### src/rtl/hba_arbiter.sv
// ----------------------------------------------------------------------------
// hba_arbiter
//   Round-robin arbiter that lets NUM_MASTERS HBA bus masters share one slave
//   bus. A master requests with mreq, is granted with a registered one-hot
//   mgrant, and then drives its transfer (mselect/mrnw/mabus/mdbus) straight
//   through to the shared slave bus. A stalled transfer is terminated by a
//   synthetic acknowledge after TIMEOUT_CYCLES and recorded in a sticky error.
//
// Handshake:
//   mreq[i] high asks for the bus; mgrant[i] answers one edge later and stays
//   high while mreq[i] or mselect[i] is high. Each cycle with mselect[i] high
//   under grant is one transfer beat offered to the slave; the beat completes
//   in the cycle mxferack[i] is high (slave ack, or synthetic ack on timeout).
//   Dropping both mreq[i] and mselect[i] releases the bus at the next edge,
//   and every handover passes through one IDLE turnaround cycle.
//
// Ports:
//   hba_clk, hba_reset           clock, asynchronous active-high reset
//   mreq/mrnw/mselect            per-master request, direction, transfer strobe
//   mabus/mdbus                  per-master address/write data (slice i)
//   mgrant/mxferack              per-master grant (registered) and acknowledge
//   mdbus_slave                  read data returned to the masters
//   hba_rnw/hba_select           shared slave bus controls
//   hba_abus/hba_dbus            shared slave address and write data
//   hba_xferack/hba_dbus_slave   OR of slave acknowledges / read data
//   bus_error/error_master       sticky timeout flag and offending master
//   error_clear                  clears bus_error on the next edge
//   o_dbg_owned                  FSM state (1 = OWNED) for observation
// ----------------------------------------------------------------------------
module hba_arbiter #(
    parameter int NUM_MASTERS    = 4,
    parameter int DBUS_WIDTH     = 8,
    parameter int ADDR_WIDTH     = 12,
    parameter int TIMEOUT_CYCLES = 255
) (
    input  logic                              hba_clk,
    input  logic                              hba_reset,
    input  logic [NUM_MASTERS-1:0]            mreq,
    input  logic [NUM_MASTERS-1:0]            mrnw,
    input  logic [NUM_MASTERS-1:0]            mselect,
    input  logic [NUM_MASTERS*ADDR_WIDTH-1:0] mabus,
    input  logic [NUM_MASTERS*DBUS_WIDTH-1:0] mdbus,
    output logic [NUM_MASTERS-1:0]            mgrant,
    output logic [NUM_MASTERS-1:0]            mxferack,
    output logic [DBUS_WIDTH-1:0]             mdbus_slave,
    output logic                              hba_rnw,
    output logic                              hba_select,
    output logic [ADDR_WIDTH-1:0]             hba_abus,
    output logic [DBUS_WIDTH-1:0]             hba_dbus,
    input  logic                              hba_xferack,
    input  logic [DBUS_WIDTH-1:0]             hba_dbus_slave,
    output logic                              bus_error,
    output logic [2:0]                        error_master,
    input  logic                              error_clear,
    output logic                              o_dbg_owned
);

    localparam int IDX_W = (NUM_MASTERS > 1) ? $clog2(NUM_MASTERS) : 1;

    typedef enum logic {
        ST_IDLE  = 1'b0,
        ST_OWNED = 1'b1
    } state_t;

    state_t                 r_state, w_state_nxt;
    logic [IDX_W-1:0]       r_owner, w_owner_nxt;
    logic [IDX_W-1:0]       r_last_owner, w_last_owner_nxt;
    logic [IDX_W-1:0]       w_pick;
    logic                   w_found;
    logic [NUM_MASTERS-1:0] r_mgrant, w_mgrant_nxt;
    logic [7:0]             r_cnt, w_cnt_nxt;
    logic                   r_bus_error;
    logic [2:0]             r_error_master;
    logic                   w_synth_ack;

    logic [ADDR_WIDTH-1:0]  w_abus_arr [NUM_MASTERS];
    logic [DBUS_WIDTH-1:0]  w_dbus_arr [NUM_MASTERS];

    // Unpack the flat per-master buses so the owner can select by index.
    for (genvar g = 0; g < NUM_MASTERS; g++) begin : g_unpack
        assign w_abus_arr[g] = mabus[g*ADDR_WIDTH +: ADDR_WIDTH];
        assign w_dbus_arr[g] = mdbus[g*DBUS_WIDTH +: DBUS_WIDTH];
    end

    // Round-robin search starting just after the previous owner, so the
    // last owner is considered last.
    always_comb begin
        w_found = 1'b0;
        w_pick  = r_last_owner;
        for (int i = 1; i <= NUM_MASTERS; i++) begin
            if (!w_found && mreq[IDX_W'((int'(r_last_owner) + i) % NUM_MASTERS)]) begin
                w_found = 1'b1;
                w_pick  = IDX_W'((int'(r_last_owner) + i) % NUM_MASTERS);
            end
        end
    end

    // Synthetic ack fires once the stall counter has reached the limit and the
    // beat is still outstanding; a real ack in that cycle takes precedence.
    assign w_synth_ack = (r_state == ST_OWNED) && mselect[r_owner] && !hba_xferack &&
                         (r_cnt == 8'(TIMEOUT_CYCLES));

    always_comb begin
        w_state_nxt      = r_state;
        w_owner_nxt      = r_owner;
        w_last_owner_nxt = r_last_owner;
        w_mgrant_nxt     = r_mgrant;
        w_cnt_nxt        = '0;
        hba_select       = 1'b0;
        hba_rnw          = 1'b0;
        hba_abus         = '0;
        hba_dbus         = '0;
        mxferack         = '0;
        case (r_state)
            ST_IDLE: begin
                w_mgrant_nxt = '0;
                if (w_found) begin
                    w_state_nxt          = ST_OWNED;
                    w_owner_nxt          = w_pick;
                    w_mgrant_nxt[w_pick] = 1'b1;
                end
            end
            ST_OWNED: begin
                hba_select         = mselect[r_owner];
                hba_rnw            = mrnw[r_owner];
                hba_abus           = w_abus_arr[r_owner];
                hba_dbus           = w_dbus_arr[r_owner];
                mxferack[r_owner]  = (mselect[r_owner] & hba_xferack) | w_synth_ack;
                if (mselect[r_owner] && !hba_xferack && !w_synth_ack) begin
                    w_cnt_nxt = r_cnt + 8'd1;
                end
                // A master still mid-beat keeps the bus even after dropping mreq.
                if (!mreq[r_owner] && !mselect[r_owner]) begin
                    w_state_nxt      = ST_IDLE;
                    w_mgrant_nxt     = '0;
                    w_last_owner_nxt = r_owner;
                end
            end
            default: begin
                w_state_nxt  = ST_IDLE;
                w_mgrant_nxt = '0;
            end
        endcase
    end

    always_ff @(posedge hba_clk or posedge hba_reset) begin
        if (hba_reset) begin
            r_state        <= ST_IDLE;
            r_owner        <= '0;
            r_last_owner   <= IDX_W'(NUM_MASTERS - 1);
            r_mgrant       <= '0;
            r_cnt          <= '0;
            r_bus_error    <= 1'b0;
            r_error_master <= '0;
        end else begin
            r_state      <= w_state_nxt;
            r_owner      <= w_owner_nxt;
            r_last_owner <= w_last_owner_nxt;
            r_mgrant     <= w_mgrant_nxt;
            r_cnt        <= w_cnt_nxt;
            // A timeout in the same cycle as error_clear keeps the flag set.
            if (w_synth_ack) begin
                r_bus_error    <= 1'b1;
                r_error_master <= 3'(r_owner);
            end else if (error_clear) begin
                r_bus_error <= 1'b0;
            end
        end
    end

    assign mgrant       = r_mgrant;
    assign mdbus_slave  = w_synth_ack ? '0 : hba_dbus_slave;
    assign bus_error    = r_bus_error;
    assign error_master = r_error_master;
    assign o_dbg_owned  = (r_state == ST_OWNED);

endmodule

### config.mk
export PLATFORM = sky130hd
export DESIGN_NAME = hba_arbiter
export DESIGN_NICKNAME = d
export VERILOG_FILES = /design/src/rtl/hba_arbiter.sv
export SDC_FILE = /design/constraint.sdc
export NUM_CORES = 1
export LEC_CHECK = 0
export CORE_ASPECT_RATIO = 1.5
export CORE_MARGIN = 4
export CORE_UTILIZATION = 33
export DETAILED_ROUTE_END_ITERATION = 10
export PLACE_DENSITY = 0.89
export SYNTH_ARGS = -nofsm -noshare
export SYNTH_HDL_FRONTEND = slang
export SYNTH_SLANG_ARGS = --single-unit
### constraint.sdc
create_clock -name hba_clk -period 2.9 [get_ports hba_clk]
set_input_delay 0.725 -clock hba_clk [delete_from_list [all_inputs] [get_ports hba_clk]]
set_output_delay 0.725 -clock hba_clk [all_outputs]
set_load 0.01 [all_outputs]
Yosys cells after proc, flatten, opt, wreduce, memory -nomap -nowiden --
Cells that the tools add are included.
Operators by class: add/subtract/negate cells 5, order comparisons 9, equality and inequality tests 2, muxes and demuxes 52, bitwise logic cells 5, reductions and logical operators 21
Operator list (number):
- 8-bit two-way mux | 6
- 12-bit two-way mux | 3
- 12-bit binary-select mux with 2-bit select | 1
- 1-bit two-way mux | 23
- 8-bit binary-select mux with 2-bit select | 1
- 2-bit by 4-bit less-than comparator with 1-bit output, second input constant | 4
- 1-bit binary-select mux with 2-bit select | 7
- 4-bit two-way mux | 3
- 1-bit logical AND | 11
- 8-bit by 1-bit adder with 8-bit output, second input constant | 1
- 8-bit == test, second input constant | 1
- 2-bit two-way mux | 4
- 4-bit one-hot mux with 2 select lines | 1
- 1-bit zero test | 7
- 2-bit by 3-bit less-than comparator with 1-bit output, second input constant | 2
- 2-bit by 1-bit adder with 2-bit output, second input constant | 2
- 2-bit adder, second input constant | 2
- 4-bit AND | 1
- 1-bit demux with 2-bit select | 2
- 2-bit by 1-bit greater-or-equal comparator with 1-bit output, second input constant | 2
- 2-bit AND reduction | 2
- 3-bit greater-or-equal comparator, second input constant | 1
- 2-bit inverter with 3-bit output | 1
- 2-bit by 1-bit != test with 1-bit output, second input constant | 1
- other kinds (5) | 5
Word-level totals: bits in registers 20, input bits 104, output and inout port bits 43, logic and storage cells 101

Logic depth before layout (Yosys ltp) --
Gate-level depths: netlist of run 1.
depth after elaboration 20, depth in mapped cells 6, depth with buffers taken out 4

Worst setup path before layout of run 1 --
OpenSTA, ideal clock, no wires.
path kind in2out, start in mselect[1], end out mdbus_slave[0], arrival time 1.753 ns, required time 2.175 ns, path slack 0.422 ns, stages 5, buffers on the path 1, path through mux2i_1 o22ai_2 or3b_1 buf_6 and2_1
Between the ends: word-level cells in the longest chain between the ends 6
Ends and longest elaborated chain:
- from (decl) | RTL line 40 | input logic [NUM_MASTERS-1:0] mselect,
- 1-bit binary-select mux with 2-bit select | RTL line 100 | assign w_synth_ack = (r_state == ST_OWNED) && mselect[r_owner] && !hba_xferack &&
- 1-bit two-way mux (not written as such) | RTL line 100
- 1-bit logical AND (3 in series) | RTL line 100
- 8-bit two-way mux | RTL line 172 | assign mdbus_slave = w_synth_ack ? '0 : hba_dbus_slave;
- to (decl) | RTL line 45 | output logic [DBUS_WIDTH-1:0] mdbus_slave,
Every way passes these cells. The select of a mux whose other input is x is not followed.

Worst setup path after layout of run 1 --
start in mselect[0], end out mdbus_slave[0]
Same word-level chain as after synthesis.

==> results.tsv, run 1 <==
stage	metric	value	unit
run_status	run status	finished, final reports clean	
grt	antenna violations before repair	0	
timing	count of final hold-check violations	0	
logic_synthesis	sequential-to-total area share from yosys stat	28.67	%
grt	total routing resource utilization after global routing	20.17	%
logic_synthesis	largest cells by area after synthesis	sky130_fd_sc_hd__mux4_2 (27%), sky130_fd_sc_hd__dfrtp_1 (26%), sky130_fd_sc_hd__and2_1 (11%)	
timing	fraction of the cycle the final worst path needs	97.56	%
logic_synthesis	number of synthesized flops with an enable pin	0	
clocking	number of clock buffers inserted by TritonCTS	3	
clocking	CTS HTree Levels	1	
place	post-DP HPWL	5531	um
logic_synthesis	primary flip-flop cell chosen by synthesis mapping	sky130_fd_sc_hd__dfrtp_1	
timing	worst-case headroom to the max-slew limit	52.80	%
timing	Final setup violation count	0	
timing	worst clock skew on the final layout	0.007824	ns
timing	slew of the pin with the lowest slew margin	0.7072	ns
setup_path	number of buffers and inverters on the critical path	2	
clocking	clock tree root driver cell	sky130_fd_sc_hd__clkbuf_8	
logic_synthesis	cell count after synthesis	162	
setup_path	critical path, cell by cell	clkdlybuf4s15_1 > mux2i_2 > o22ai_2 > or3b_4 > and2_1 > dlygate4sd2_1	
logic_synthesis	register bit total from synthesis	20	
floorplanning	number of ports placed on the die boundary	147	
timing	Fin Setup TNS	0	ns
routing	Antenna Violating Nets Remaining	0	
min_path	path type of the worst min-delay path	flop to flop	
floorplanning	height of the chip	97.30	um
floorplanning	Core ar.	5165	um2
min_path	number of cells on the worst hold path	1	
floorplanning	initial cell density of the core	33.96	%
routing	TritonRoute pass-1 iters	4	
routing	routed wire length	6667	um
logic_synthesis	Yosys Warn Count	0	
place	routability-driven placement congestion ratio	0.8361	
grt	sum of overflow across all layers after global routing	0	
logic_synthesis	largest area contributor in the synthesized netlist	sky130_fd_sc_hd__mux4_2	
setup_path	Top Family by Delay on Critical Path	simple AND/OR/NAND/NOR gates	
routing	post-detailed-route wirelength per cell	17.50	um
pwr	total leakage power	1.387	nW
setup_path	FF-to-FF Start	r_owner[1]	
clocking	clock tree from TritonCTS	done	
logic_synthesis	share of synthesized registers carrying an async set or reset	100.0	%
place	buffers added on ports	145	
timing	setup repair after global routing missed its margin	false	
logic_synthesis	synthesized netlist net count	267	
setup_path	worst setup path startpoint	mselect[0]	
timing	final critical-path required period	2.829	ns
routing	DRC violations left	0	
routing	Avg Vias per Cell	5.024	
finish	final instance area	3343	um2
setup_path	number of cells traversed by the worst register-to-register path	5	
setup_path	data required time at the worst endpoint	2.17	ns
job	max-cap viol count	0	
logic_synthesis	per-instance average area after synthesis	10.83	um2
grt	via count of the first global-routing pass	2114	
timing	max frequency	353.5	MHz
finish	share of final-layout standard cells stronger than drive strength 1	17.57	%
finish	NumNets Final	419	
timing	PnR worst setup slack	0.07090	ns
finish	Layout Area Growth over Synthesis	90.59	%
place	Placed Area	3294	um2
clocking	total clock sinks	20	
logic_synthesis	Unique masters post-synth	43	
setup_path	cell with the biggest individual delay on the critical path	sky130_fd_sc_hd__or3b_4	
finish	Antenna Cells	0	
setup_path	kind of end point of the critical path	output pin	
timing	Slew Viols, Final	0	
min_path	min-delay src	mgrant[0]	
routing	number of DRC markers in iteration 0	49	
floorplanning	die outline area	6570	um2
clocking	clock insertion delay at the later pin of the skew report	0.26	ns
clocking	Clock Path Buffers	2	
pwr	Cell Pwr Density	662.3	nW/um2
setup_path	category of the worst setup path launch point	primary input	
floorplanning	Die X	67.53	um
setup_path	worst stage delay on the critical path	0.43	ns
logic_synthesis	mapped cell area	1754	um2
pwr	highest ir drop seen on vdd	0.0004805	V
routing	via total after detailed routing	1914	
setup_path	instance count on the critical path	6	
setup_path	critical setup path kind	primary input to output pin	
setup_path	maximum fanout encountered on the critical timing path	4	
grt	largest net degree at the start of global routing	28	
logic_synthesis	top-area cell type share of the netlist area	26.96	%
clocking	clock transition at the registers of the reported paths	0.06	ns
setup_path	arrival time of data at the critical path endpoint	2.10	ns
floorplanning	cell row count	32	
place	pre-CTS setup slack	-0.5373	ns
grt	global-route wire length before repair	10210	um
## cells by family (layout without fill, tap and decap cells)
kind of cell	Yosys count	count (layout)	share of synthesized area (%)
xor gates and xnor gates	6	6	2.996
DFF	20	20	28.67
buffers and inverters	18	168	5.206
muxes	27	27	30.88
adders and majority gates	1	1	0.7132
and+or+nand+nor	72	73	24.18
AOI/OAI and AO/OA	17	17	7.133
other	1	1	0.2138
## final cells by class
cell class                 instances  area (um2)
fill                             420        1822
tap                               68       85.08
timing repair buffer             159        1509
clock buffer                       4       45.04
multi-input combinational        125        1181
inverter                           5       18.77
sequential                        20       504.2
## layout by cell type (no fill, tap or decap), types with 2 or more instances in the layout
| cell | Yosys | final |
|---|---|---|
| sky130_fd_sc_hd__a32o_1 | 2 | 2 |
| sky130_fd_sc_hd__and2_1 | 30 | 30 |
| sky130_fd_sc_hd__buf_2 | 3 | 2 |
| sky130_fd_sc_hd__buf_4 | 3 | 13 |
| sky130_fd_sc_hd__clkbuf_8 | 0 | 3 |
| sky130_fd_sc_hd__clkdlybuf4s15_1 | 0 | 3 |
| sky130_fd_sc_hd__clkdlybuf4s50_1 | 0 | 108 |
| sky130_fd_sc_hd__dfrtp_1 | 18 | 17 |
| sky130_fd_sc_hd__dfstp_2 | 2 | 2 |
| sky130_fd_sc_hd__dlygate4sd2_1 | 0 | 30 |
| sky130_fd_sc_hd__inv_1 | 5 | 5 |
| sky130_fd_sc_hd__mux2_2 | 3 | 3 |
| sky130_fd_sc_hd__mux2i_2 | 0 | 2 |
| sky130_fd_sc_hd__mux4_2 | 21 | 21 |
| sky130_fd_sc_hd__nand2_1 | 4 | 4 |
| sky130_fd_sc_hd__nand2b_1 | 2 | 2 |
| sky130_fd_sc_hd__nand3_1 | 4 | 4 |
| sky130_fd_sc_hd__nand4_1 | 2 | 2 |
| sky130_fd_sc_hd__nor2_1 | 12 | 12 |
| sky130_fd_sc_hd__nor2b_1 | 2 | 2 |
| sky130_fd_sc_hd__nor3_1 | 2 | 2 |
| sky130_fd_sc_hd__nor4_1 | 3 | 3 |
| sky130_fd_sc_hd__nor4b_1 | 4 | 4 |
| sky130_fd_sc_hd__o21ai_0 | 7 | 7 |
| sky130_fd_sc_hd__or2b_1 | 2 | 2 |
| sky130_fd_sc_hd__or3b_4 | 0 | 2 |
| sky130_fd_sc_hd__xor2_1 | 5 | 5 |
## stage by stage
step / util (%) / total power (W) / hold WS [ns] / cells
floorplan: - / 0.001356 / 0.4758 / 162
global placement: 63.78 / 0.002118 / 0.4890 / 372
detailed placement: 63.78 / 0.002154 / 0.4874 / 372
CTS: 64.66 / 0.002241 / 0.5128 / 380
global route: 64.73 / 0.002388 / 0.5354 / 381
finish: 64.73 / 0.002214 / 0.5094 / 381
## timing repair
action,CTS,global route
hold buffers,0,0
pin swaps,1,1
resized for setup,53,2
buffers inserted,4,1
cloned,1,0
setup endpoints to repair,34,6
hold endpoints to repair,0,0
## synthesized netlist by cell type (2+ instances only)
master,n
sky130_fd_sc_hd__or2b_1,2
sky130_fd_sc_hd__mux4_2,21
sky130_fd_sc_hd__nand2b_1,2
sky130_fd_sc_hd__nor2_1,12
sky130_fd_sc_hd__nand4_1,2
sky130_fd_sc_hd__dfstp_2,2
sky130_fd_sc_hd__nor3_1,2
sky130_fd_sc_hd__a32o_1,2
sky130_fd_sc_hd__mux2i_1,2
sky130_fd_sc_hd__inv_1,5
sky130_fd_sc_hd__and2_1,30
sky130_fd_sc_hd__nor4_1,3
sky130_fd_sc_hd__buf_2,3
sky130_fd_sc_hd__o21ai_0,7
sky130_fd_sc_hd__nand2_1,4
sky130_fd_sc_hd__buf_4,3
sky130_fd_sc_hd__clkbuf_1,4
sky130_fd_sc_hd__dfrtp_1,18
sky130_fd_sc_hd__nand3_1,4
sky130_fd_sc_hd__nor2b_1,2
sky130_fd_sc_hd__mux2_2,3
sky130_fd_sc_hd__nor4b_1,4
sky130_fd_sc_hd__xor2_1,5
## power breakdown
group / internal [W] / total [W] / switching (W) / leakage, nW
clock network: 0.0000976 / 0.000183 / 0.0000851 / 0.0228
registers: 0.000356 / 0.000428 / 0.0000714 / 0.261
logic: 0.000926 / 0.00160 / 0.000678 / 1.10
total: 0.00138 / 0.00221 / 0.000834 / 1.39
## path summary, 6_finish.rpt
check	endpoint	slack (ns)
setup reg to reg	r_last_owner[1]	0.93
hold reg to reg	mgrant[0]	0.51
min in group asynchronous	r_cnt[1]	0.88
hold / removal	mgrant[0]	0.51
setup / recovery	mdbus_slave[0]	0.07
max in group asynchronous	r_owner[0]	1.53
## flip-flops by register name, indices dropped and copies added, names as in the netlist
name	cells
error_master	2
o_dbg_owned	1
mgrant	4
r_cnt	8
r_last_owner	2
r_owner	2
bus_error	1
## metal layers
layer | vias up | part of all wire, % | global-route usage [%]
li1 | 907 | - | -
met1 | 888 | 32 | 18.67
met2 | 104 | 53 | 38.71
met3 | 15 | 13 | 6.713
met4 | 0 | 2.5 | 6.406
met5 | - | 0 | 0
Note: power is estimated with default switching activity, not from simulation.
==> inputs of run 2 (changes only) <==
--- a/config.mk
+++ b/config.mk
@@ -10,6 +10,7 @@
 export CORE_UTILIZATION = 33
 export DETAILED_ROUTE_END_ITERATION = 10
 export PLACE_DENSITY = 0.89
+export SETUP_SLACK_MARGIN = 0.02
 export SYNTH_ARGS = -nofsm -noshare
 export SYNTH_HDL_FRONTEND = slang
 export SYNTH_SLANG_ARGS = --single-unit
==> run 2 against run 1 <==
Against the previous run:
- first-iteration DRC count fell by 16%
- die area did not move
- register-to-register slack got worse by 0.04 ns
- worst setup slack improved by 0.0020 ns
- sequential power barely moved
- critical endpoint is now mdbus_slave[1]
- largest cell class unchanged
==> results.tsv, run 2 (synthesized netlist as in run 1, its figures left out) <==
stage	metric	value	unit	change
run_status	run status	finished, final reports clean		
floorplanning	number of ports placed on the die boundary	147		unchanged
setup_path	data required time at the worst endpoint	2.17	ns	about the same
floorplanning	height of the chip	97.30	um	unchanged
setup_path	Worst R2R Setup Slack	0.89	ns	-0.04 ns
setup_path	maximum fanout encountered on the critical timing path	4		unchanged
setup_path	critical setup path kind	primary input to output pin		
grt	total routing resource utilization after global routing	20.14	%	-0.023 points
timing	Final setup violation count	0		unchanged
clocking	number of clock buffers inserted by TritonCTS	3		unchanged
min_path	endpoint of the worst hold path	mgrant[0]		
grt	sum of overflow across all layers after global routing	0		unchanged
grt	antenna violations before repair	0		unchanged
floorplanning	Die X	67.53	um	unchanged
finish	share of final-layout standard cells stronger than drive strength 1	18.53	%	+0.96 points
finish	post-route core utilization	64.68	%	about the same
clocking	total clock sinks	20		unchanged
pwr	Cell Pwr Density	666.7	nW/um2	+0.68%
clocking	clock tree from TritonCTS	done		
timing	fraction of the cycle the final worst path needs	97.49	%	about the same
floorplanning	die outline area	6570	um2	unchanged
setup_path	worst r2r dst	error_master[0]		
finish	commonest cells after routing, fill and taps aside	sky130_fd_sc_hd__clkdlybuf4s50_1 (108), sky130_fd_sc_hd__and2_1 (30), sky130_fd_sc_hd__dlygate4sd2_1 (27), sky130_fd_sc_hd__mux4_2 (21), sky130_fd_sc_hd__dfrtp_1 (17)		
job	max-cap viol count	0		unchanged
setup_path	number of cells traversed by the worst register-to-register path	6		+1
setup_path	arrival time of data at the critical path endpoint	2.10	ns	about the same
place	pre-CTS setup slack	-0.5373	ns	unchanged
place	routability-driven placement congestion ratio	0.8361		unchanged
finish	NumNets Final	419		unchanged
timing	worst-case headroom to the max-slew limit	52.77	%	about the same
timing	final critical-path required period	2.827	ns	-0.001987 ns
floorplanning	initial cell density of the core	33.96	%	unchanged
finish	leading cell type in the layout, fill and taps excluded	sky130_fd_sc_hd__clkdlybuf4s50_1		
routing	DRC violations left	0		unchanged
pwr	Comb power frac	72.5	%	about the same
finish	fillcell total	420		unchanged
pwr	total leakage power	1.384	nW	-0.17%
routing	routed wire length	6661	um	about the same
finish	Most flops, register	r_cnt		
pwr	P_int	0.001389	W	+0.66%
timing	Slew Viols, Final	0		unchanged
clocking	Clock Path Buffers	2		unchanged
min_path	number of cells on the worst hold path	1		unchanged
pwr	share of power burned in registers	19.3	%	about the same
min_path	min-delay src	mgrant[0]		
finish	final cell count without fillers	381		unchanged
pwr	share of total power consumed by net switching	37.65	%	about the same
routing	Avg Vias per Cell	5.039		+0.31%
finish	max reg flops	8		unchanged
floorplanning	cell row count	32		unchanged
routing	number of DRC markers in iteration 0	41		-16%
grt	via count of the first global-routing pass	2118		+0.19%
place	cell count after placement	372		unchanged
clocking	CTS HTree Levels	1		unchanged
routing	post-detailed-route wirelength per cell	17.48	um	about the same
timing	setup repair after global routing missed its margin	false		
timing	count of final hold-check violations	0		unchanged
clocking	clock transition at the registers of the reported paths	0.06	ns	about the same
setup_path	category of the worst setup path launch point	primary input		
routing	via total after detailed routing	1920		+0.31%
pwr	clock power share	8.2	%	about the same
routing	Antenna Violating Nets Remaining	0		unchanged
floorplanning	Core ar.	5165	um2	unchanged
setup_path	kind of end point of the critical path	output pin		
timing	max frequency	353.7	MHz	about the same
clocking	clock insertion delay at the later pin of the skew report	0.26	ns	about the same
finish	Layout Area Growth over Synthesis	90.44	%	about the same
timing	slew of the pin with the lowest slew margin	0.7077	ns	+0.0004829 ns
pwr	post-layout total power	0.002227	W	+0.60%
timing	PnR worst setup slack	0.07288	ns	+0.001987 ns
grt	largest net degree at the start of global routing	28		unchanged
place	post-DP HPWL	5531	um	unchanged
setup_path	FF-to-FF Start	r_owner[0]		
clocking	clock tree root driver cell	sky130_fd_sc_hd__clkbuf_8		
pwr	highest ir drop seen on vdd	0.0004764	V	-0.84%
finish	Antenna Cells	0		unchanged
timing	worst clock skew on the final layout	0.007824	ns	unchanged
place	buffers added on ports	145		unchanged
grt	global-route wire length before repair	10200	um	-0.14%
pwr	net switching power of the design	0.0008387	W	+0.50%
timing	Fin Setup TNS	0	ns	unchanged
routing	TritonRoute pass-1 iters	4		unchanged
min_path	path type of the worst min-delay path	flop to flop		
run 2: how the worst max path moves through the flow:
stage | from | to | slack, ns | depth (start not counted)
floorplan | mselect[1] | mdbus_slave[0] | 0.42 | 5
global placement | mselect[1] | mdbus_slave[0] | -0.47 | 6
detailed placement | mselect[1] | mdbus_slave[4] | -0.54 | 6
CTS | mselect[1] | mdbus_slave[4] | 0.001 | 7
global route | mselect[0] | mdbus_slave[1] | 0.02 | 6
finish | mselect[0] | mdbus_slave[1] | 0.07 | 6
run 2: what timing repair did:
item,4_1_cts,5_1_grt
buffers inserted,4,0
setup endpoints to repair,34,6
pin swaps,1,0
hold buffers,0,0
resized for setup,59,6
gates cloned,1,0
run 2: final cells by class:
type	count	area, um2	share of cell area, %
multi-input combinational	125	1190	35.62
tap	68	85.08	2.547
timing repair buffer	159	1498	44.83
sequential	20	504.2	15.09
inverter	5	18.77	0.5618
clock buffer	4	45.04	1.348
run 2: power by group through the flow:
stage,Sequential [W],Combinational [W],Clock [W]
floorplan,0.000409,0.000946,0
global placement,0.000425,0.00169,0
detailed placement,0.000429,0.00172,0
CTS,0.000427,0.00164,0.000189
global route,0.000443,0.00176,0.000201
finish,0.000430,0.00161,0.000183
run 2: layer usage:
layer	part of all wire, %	GRT usage [%]	vias up
li1	-	-	908
met1	32	18.60	895
met2	53	38.71	102
met3	13	6.713	15
met4	2.5	6.406	0
met5	0	0	-
run 2: worst max-delay path: stages:
cell,delay (ns)
sky130_fd_sc_hd__clkdlybuf4s15_2,0.20
sky130_fd_sc_hd__mux2i_4,0.07
sky130_fd_sc_hd__o22ai_2,0.23
sky130_fd_sc_hd__or3b_4,0.43
sky130_fd_sc_hd__and2_1,0.16
sky130_fd_sc_hd__dlygate4sd2_1,0.28
run 2: stage by stage:
step	hold slack (ns)	cell area (um2)
floorplan	0.4758	1754
global placement	0.4890	3294
detailed placement	0.4874	3294
CTS	0.5128	3347
global route	0.5354	3341
finish	0.5094	3341
